`src/rtl/otter_mem_pkg.sv`:
```
// Shared types and constants for the OTTER data-memory port-2 arbiter.
package otter_mem_pkg;

    typedef enum logic {
        ARB    = 1'b0,
        LOCKED = 1'b1
    } arb_state_t;

    localparam logic REQ_CPU = 1'b0;
    localparam logic REQ_DMA = 1'b1;

    // One requester's view of a memory access.
    typedef struct packed {
        logic        we;
        logic [31:0] addr;
        logic [31:0] wdata;
        logic [1:0]  size;
        logic        sign;
    } mem_req_t;

endpackage

```
`src/rtl/mem_req_mux.sv`:
```
// 2:1 request-field mux in front of memory port 2; drives all zeros when nobody is granted.
module mem_req_mux
    import otter_mem_pkg::*;
(
    input  mem_req_t i_cpu,
    input  mem_req_t i_dma,
    input  logic     i_gnt_cpu,
    input  logic     i_gnt_dma,
    output mem_req_t o_req,
    output logic     o_rden
);

    always_comb begin
        o_req = '0;
        if (i_gnt_cpu) begin
            o_req = i_cpu;
        end else if (i_gnt_dma) begin
            o_req = i_dma;
        end
        o_rden = (i_gnt_cpu || i_gnt_dma) && !o_req.we;
    end

endmodule

```
`src/rtl/mem_port_arbiter.sv`:
```
// CPU/DMA arbiter for shared memory port 2: CPU priority with DMA starvation guard,
// locked DMA bursts capped at BURST_MAX beats, and 1-cycle read response routing.
module mem_port_arbiter
    import otter_mem_pkg::*;
#(
    parameter int MAX_WAIT  = 4,
    parameter int BURST_MAX = 8
) (
    input  logic        CLK,
    input  logic        RST,
    input  logic        CPU_REQ,
    input  logic        CPU_WE,
    input  logic [31:0] CPU_ADDR,
    input  logic [31:0] CPU_WDATA,
    input  logic [1:0]  CPU_SIZE,
    input  logic        CPU_SIGN,
    output logic        CPU_GNT,
    output logic        CPU_STALL,
    output logic        CPU_RVALID,
    output logic [31:0] CPU_RDATA,
    input  logic        DMA_REQ,
    input  logic        DMA_WE,
    input  logic        DMA_LOCK,
    input  logic [31:0] DMA_ADDR,
    input  logic [31:0] DMA_WDATA,
    input  logic [1:0]  DMA_SIZE,
    input  logic        DMA_SIGN,
    output logic        DMA_GNT,
    output logic        DMA_RVALID,
    output logic [31:0] DMA_RDATA,
    output logic        MEM_RDEN2,
    output logic        MEM_WE2,
    output logic [31:0] MEM_ADDR2,
    output logic [31:0] MEM_DIN2,
    output logic [1:0]  MEM_SIZE,
    output logic        MEM_SIGN,
    input  logic [31:0] MEM_DOUT2
);

    localparam int WW = $clog2(MAX_WAIT + 1);
    localparam int BW = $clog2(BURST_MAX + 1);
    localparam logic [WW-1:0] WAIT_LIMIT  = WW'(MAX_WAIT);
    localparam logic [BW-1:0] BURST_LIMIT = BW'(BURST_MAX);

    arb_state_t    r_state;
    logic [WW-1:0] r_wait_cnt;
    logic [BW-1:0] r_beat_cnt;
    logic          r_force_cpu;
    logic          r_owner;
    logic          r_rvalid;

    logic          w_cpu_gnt;
    logic          w_dma_gnt;
    logic          w_rden;
    logic          w_rsp;
    logic [BW-1:0] w_beat_next;
    mem_req_t      w_cpu_req;
    mem_req_t      w_dma_req;
    mem_req_t      w_mem_req;

    assign w_cpu_req   = '{we: CPU_WE, addr: CPU_ADDR, wdata: CPU_WDATA, size: CPU_SIZE, sign: CPU_SIGN};
    assign w_dma_req   = '{we: DMA_WE, addr: DMA_ADDR, wdata: DMA_WDATA, size: DMA_SIZE, sign: DMA_SIGN};
    assign w_beat_next = r_beat_cnt + 1'b1;

    // Grants are combinational and suppressed entirely while reset is held.
    always_comb begin
        w_cpu_gnt = 1'b0;
        w_dma_gnt = 1'b0;
        if (!RST) begin
            if (r_state == LOCKED) begin
                w_dma_gnt = DMA_REQ;
            end else if (CPU_REQ && (!DMA_REQ || r_force_cpu || r_wait_cnt != WAIT_LIMIT)) begin
                w_cpu_gnt = 1'b1;
            end else begin
                w_dma_gnt = DMA_REQ;
            end
        end
    end

    mem_req_mux u_mux (
        .i_cpu     (w_cpu_req),
        .i_dma     (w_dma_req),
        .i_gnt_cpu (w_cpu_gnt),
        .i_gnt_dma (w_dma_gnt),
        .o_req     (w_mem_req),
        .o_rden    (w_rden)
    );

    always_ff @(posedge CLK) begin
        if (RST) begin
            r_state     <= ARB;
            r_wait_cnt  <= '0;
            r_beat_cnt  <= '0;
            r_force_cpu <= 1'b0;
            r_owner     <= REQ_CPU;
            r_rvalid    <= 1'b0;
        end else begin
            r_rvalid    <= w_rden;
            r_owner     <= w_dma_gnt ? REQ_DMA : REQ_CPU;
            r_force_cpu <= 1'b0;

            if (!DMA_REQ || w_dma_gnt) begin
                r_wait_cnt <= '0;
            end else if (r_wait_cnt != WAIT_LIMIT) begin
                r_wait_cnt <= r_wait_cnt + 1'b1;
            end

            case (r_state)
                ARB: begin
                    if (w_dma_gnt && DMA_LOCK) begin
                        // A one-beat burst limit means the opening beat already exhausts it.
                        if (BURST_MAX > 1) begin
                            r_state    <= LOCKED;
                            r_beat_cnt <= BW'(1);
                        end else begin
                            r_force_cpu <= 1'b1;
                        end
                    end
                end
                LOCKED: begin
                    if (!DMA_REQ) begin
                        r_state    <= ARB;
                        r_beat_cnt <= '0;
                    end else if (!DMA_LOCK || w_beat_next == BURST_LIMIT) begin
                        r_state     <= ARB;
                        r_beat_cnt  <= '0;
                        r_wait_cnt  <= '0;
                        r_force_cpu <= (w_beat_next == BURST_LIMIT);
                    end else begin
                        r_beat_cnt <= w_beat_next;
                    end
                end
                default: r_state <= ARB;
            endcase
        end
    end

    // A response still registered from before reset must not leak out during it.
    assign w_rsp = r_rvalid && !RST;

    assign CPU_GNT    = w_cpu_gnt;
    assign DMA_GNT    = w_dma_gnt;
    assign CPU_STALL  = CPU_REQ && !w_cpu_gnt;
    assign CPU_RVALID = w_rsp && (r_owner == REQ_CPU);
    assign DMA_RVALID = w_rsp && (r_owner == REQ_DMA);
    assign CPU_RDATA  = CPU_RVALID ? MEM_DOUT2 : 32'h0;
    assign DMA_RDATA  = DMA_RVALID ? MEM_DOUT2 : 32'h0;

    assign MEM_RDEN2 = w_rden;
    assign MEM_WE2   = w_mem_req.we;
    assign MEM_ADDR2 = w_mem_req.addr;
    assign MEM_DIN2  = w_mem_req.wdata;
    assign MEM_SIZE  = w_mem_req.size;
    assign MEM_SIGN  = w_mem_req.sign;

endmodule

```
`config.mk`:
```
export PLATFORM = sky130hd
export DESIGN_NAME = mem_port_arbiter
export DESIGN_NICKNAME = d
export VERILOG_FILES = /design/src/rtl/otter_mem_pkg.sv /design/src/rtl/mem_req_mux.sv /design/src/rtl/mem_port_arbiter.sv
export SDC_FILE = /design/constraint.sdc
export NUM_CORES = 1
export LEC_CHECK = 0
export ABC_AREA = 1
export CAP_MARGIN = 20
export CORE_AREA = 2 2 119 121
export DETAILED_ROUTE_END_ITERATION = 8
export DIE_AREA = 0 0 121 123
export GPL_TIMING_DRIVEN = 1
export SLEW_MARGIN = 15
export SYNTH_ARGS = -nofsm -noshare
export SYNTH_HDL_FRONTEND = slang
export SYNTH_SLANG_ARGS = --single-unit
export TNS_END_PERCENT = 10
```
`constraint.sdc`:
```
create_clock -name CLK -period 1.9 [get_ports CLK]
set_input_delay 0.475 -clock CLK [delete_from_list [all_inputs] [get_ports CLK]]
set_output_delay 0.475 -clock CLK [all_outputs]
set_load 0.01 [all_outputs]
```
==> run summary <==
GR Layer Usage met3 = 3.92%
register area share after synthesis = 12.6%
Root Buffer Master = clkbuf_16
DIE WIDTH = 121 um
net switching power figure = 0.488 mW
CP Class = reg -> out
Synth Instances = 279
port buffer count = 310
most common cell after layout, fill and taps aside = clkdlybuf4s50_1
met1 Resource Use GR = 16.1%
post-DR vias/cell = 4.15
sequential power share = 15.2%
number of antenna violations at the first check in global routing = 1
Placed Cells = 768
Die Y = 123 um
Starting Density = 12.9%
core area = 0.0136 mm2
CTS tree = built
largest net degree at the start of global routing = 33
setup violators final = 76
RSZ-0062 raised after global routing = yes
Mapped Area = 0.00175 mm2
Sw Ratio = 30.0%
CP endpoint kind = primary output
Final Instance Area = 0.00513 mm2
gr busiest metal = met2
Worst Skew = 0.00117 ns
Max Cap Viol = 0
TritonCTS Buffers = 3
clk sinks = 11
met2 usage = 30.3%
Worst VDD drop = 0.325 mV
area grow syn2layout = 193%
row count = 43
CTS clk-pin slew, worst paths = 0.04 ns
pre-CTS WS = -1.05 ns
Total GRT Usage = 15.2%
Longest Clk Path Bufs = 2
layout net count = 791
Clock power frac = 23.3%
combinational share of power = 61.5%
first-pass GRT wire length = 17.6 mm
most frequent cells in the layout = clkdlybuf4s50_1 (169), buf_2 (130), a22o_1 (67)
total power = 1.63 mW
flops & latches, synth = 11
CP Max Fanout = 8
Period Utilization, post-route = 117%
count of yosys warnings during synthesis = 0
share of post-route cells with drive strength above 1 = 36.4%
worst-margin pin slew = 0.222 ns
Hold Crit Class = reg -> reg
Slew Viols, Final = 0
DP Wirelength = 9.87 mm
worst path required time = 1.42 ns
utilization after layout = 37.7%
via count = 3296
drt drc = 0
critical path arrival = 1.75 ns
Max-Slew Margin vs Limit = 85.2%
RePlAce Congestion = 0.762
post-layout min period = 2.22 ns
Fin. Hold Viols = 0
PD cells = 317 mW/mm2
total gr overflow = 0
Cell Area, Placed = 0.00516 mm2
Int Pwr = 1.14 mW
drt first pass iters = 4
violated checks = setup timing
WL final = 12.9 mm
antenna-violating nets left = 0
Non-Filler Instances = 794
Pleak = 2.65 nW
Peak Freq = 450 MHz
Mapped Avg Cell Area = 6.28 um2
clk_lat worst skew = 0.23 ns
footprint of the multi-input gates = 0.00129 mm2
Filler cells = 1417
vias in the first global route = 3292
DR iter-0 viols = 116
I/O Pins = 311
Wirelength per Cell = 16.2 um
Synth cell types = 25
# hold bufs at CTS = 0
Net Count, Synth = 456
# H-tree levels = 1
startpoint types = register
die area = 0.0149 mm2
Seq. cell area = 224 um2
outcome = finished, violations left
final worst setup slack = -0.321 ns
-- area by class of cell --
cell class              count  share of cell area (%)
repair inverters            2                   0.341
flip-flops and latches     11                    4.37
multi-input cells         192                    25.2
diodes                      1                  0.0488
inverters                  54                    4.51
clock buffers               4                    1.54
repair buffers            350                    59.6
well taps                 180                    4.39
-- power groups by stage --
stage	registers (mW)	clock network [mW]	logic [mW]
after detailed placement	0.249	0	0.998
after floorplan	0.247	0	0.306
after global placement	0.249	0	0.995
after CTS	0.247	0.386	1.00
final	0.247	0.379	1.00
after global routing	0.248	0.399	1.07
-- synthesized netlist by cell type, drive strengths merged --
library cell   n  area share (%)
a21oi          7             2.0
a22o          67              33
buf           16             6.9
clkbuf         6             1.3
dfxtp         11              13
ha             4             2.9
inv           54              12
nand2         22             5.6
nand3          7             2.3
nand4          4             1.4
nor2          73              17
nor3           3             1.4
nor3b          1            0.43
o21ai          3            0.86
o21bai         1            0.43
-- sequential cells by signal, summed over array words and instances (netlist names) --
register	count
r_beat_cnt	4
r_force_cpu	1
r_owner	1
r_rvalid	1
r_state	1
r_wait_cnt	3
-- stage by stage --
step / TNS, ns / hold slack [ns]
floorplan: 0 / 0.473
global placement: -125.52 / 0.482
detailed placement: -125.86 / 0.503
CTS: -16.37 / 0.508
global route: -23.48 / 0.536
finish: -16.78 / 0.507
-- worst paths after layout --
check                           slack [ns]                         end                       start  depth (start not counted)
worst max-delay path                 -0.32               MEM_ADDR2[24]    r_wait_cnt[0]$_SDFF_PP0_                         12
worst min-delay path                  0.51  r_beat_cnt[3]$_SDFFE_PP0P_  r_beat_cnt[3]$_SDFFE_PP0P_                          2
worst max register to register        0.46  r_beat_cnt[0]$_SDFFE_PP0P_    r_wait_cnt[0]$_SDFF_PP0_                         11
worst min register to register        0.51  r_beat_cnt[3]$_SDFFE_PP0P_  r_beat_cnt[3]$_SDFFE_PP0P_                          2
-- repair_timing --
action	4_1_cts	5_1_grt
pin swaps	8	0
setup buffers	9	1
gates cloned	11	0
setup endpoints to repair	138	131
gates resized for setup	600	17
-- critical path, cell delays in order, from the launching register on --
cell and delay [ns]:
dfxtp_2 0.33, inv_2 0.05, ha_4 0.15, nand2_2 0.06, inv_2 0.04, nand2_4 0.07, nand2_4 0.06, nand2_4 0.08
inv_8 0.06, buf_12 0.13, buf_16 0.13, a22o_1 0.18, buf_2 0.14
-- cells by family after synthesis --
group	count (synthesis)	synth area share, %
and+or+nand+nor	110	28.0
AOI/OAI and AO/OA	78	36.8
buffers and inverters	76	19.8
DFF	11	12.6
adders and majority gates	4	2.86
-- routing by layer --
metal / part of all wire [%] / wire length (um)
met2: 53 / 6820
met3: 9.7 / 1240
met1: 36 / 4570
met5: 0 / 0
met4: 1.8 / 227
Note: power is estimated with default switching activity, not from simulation.
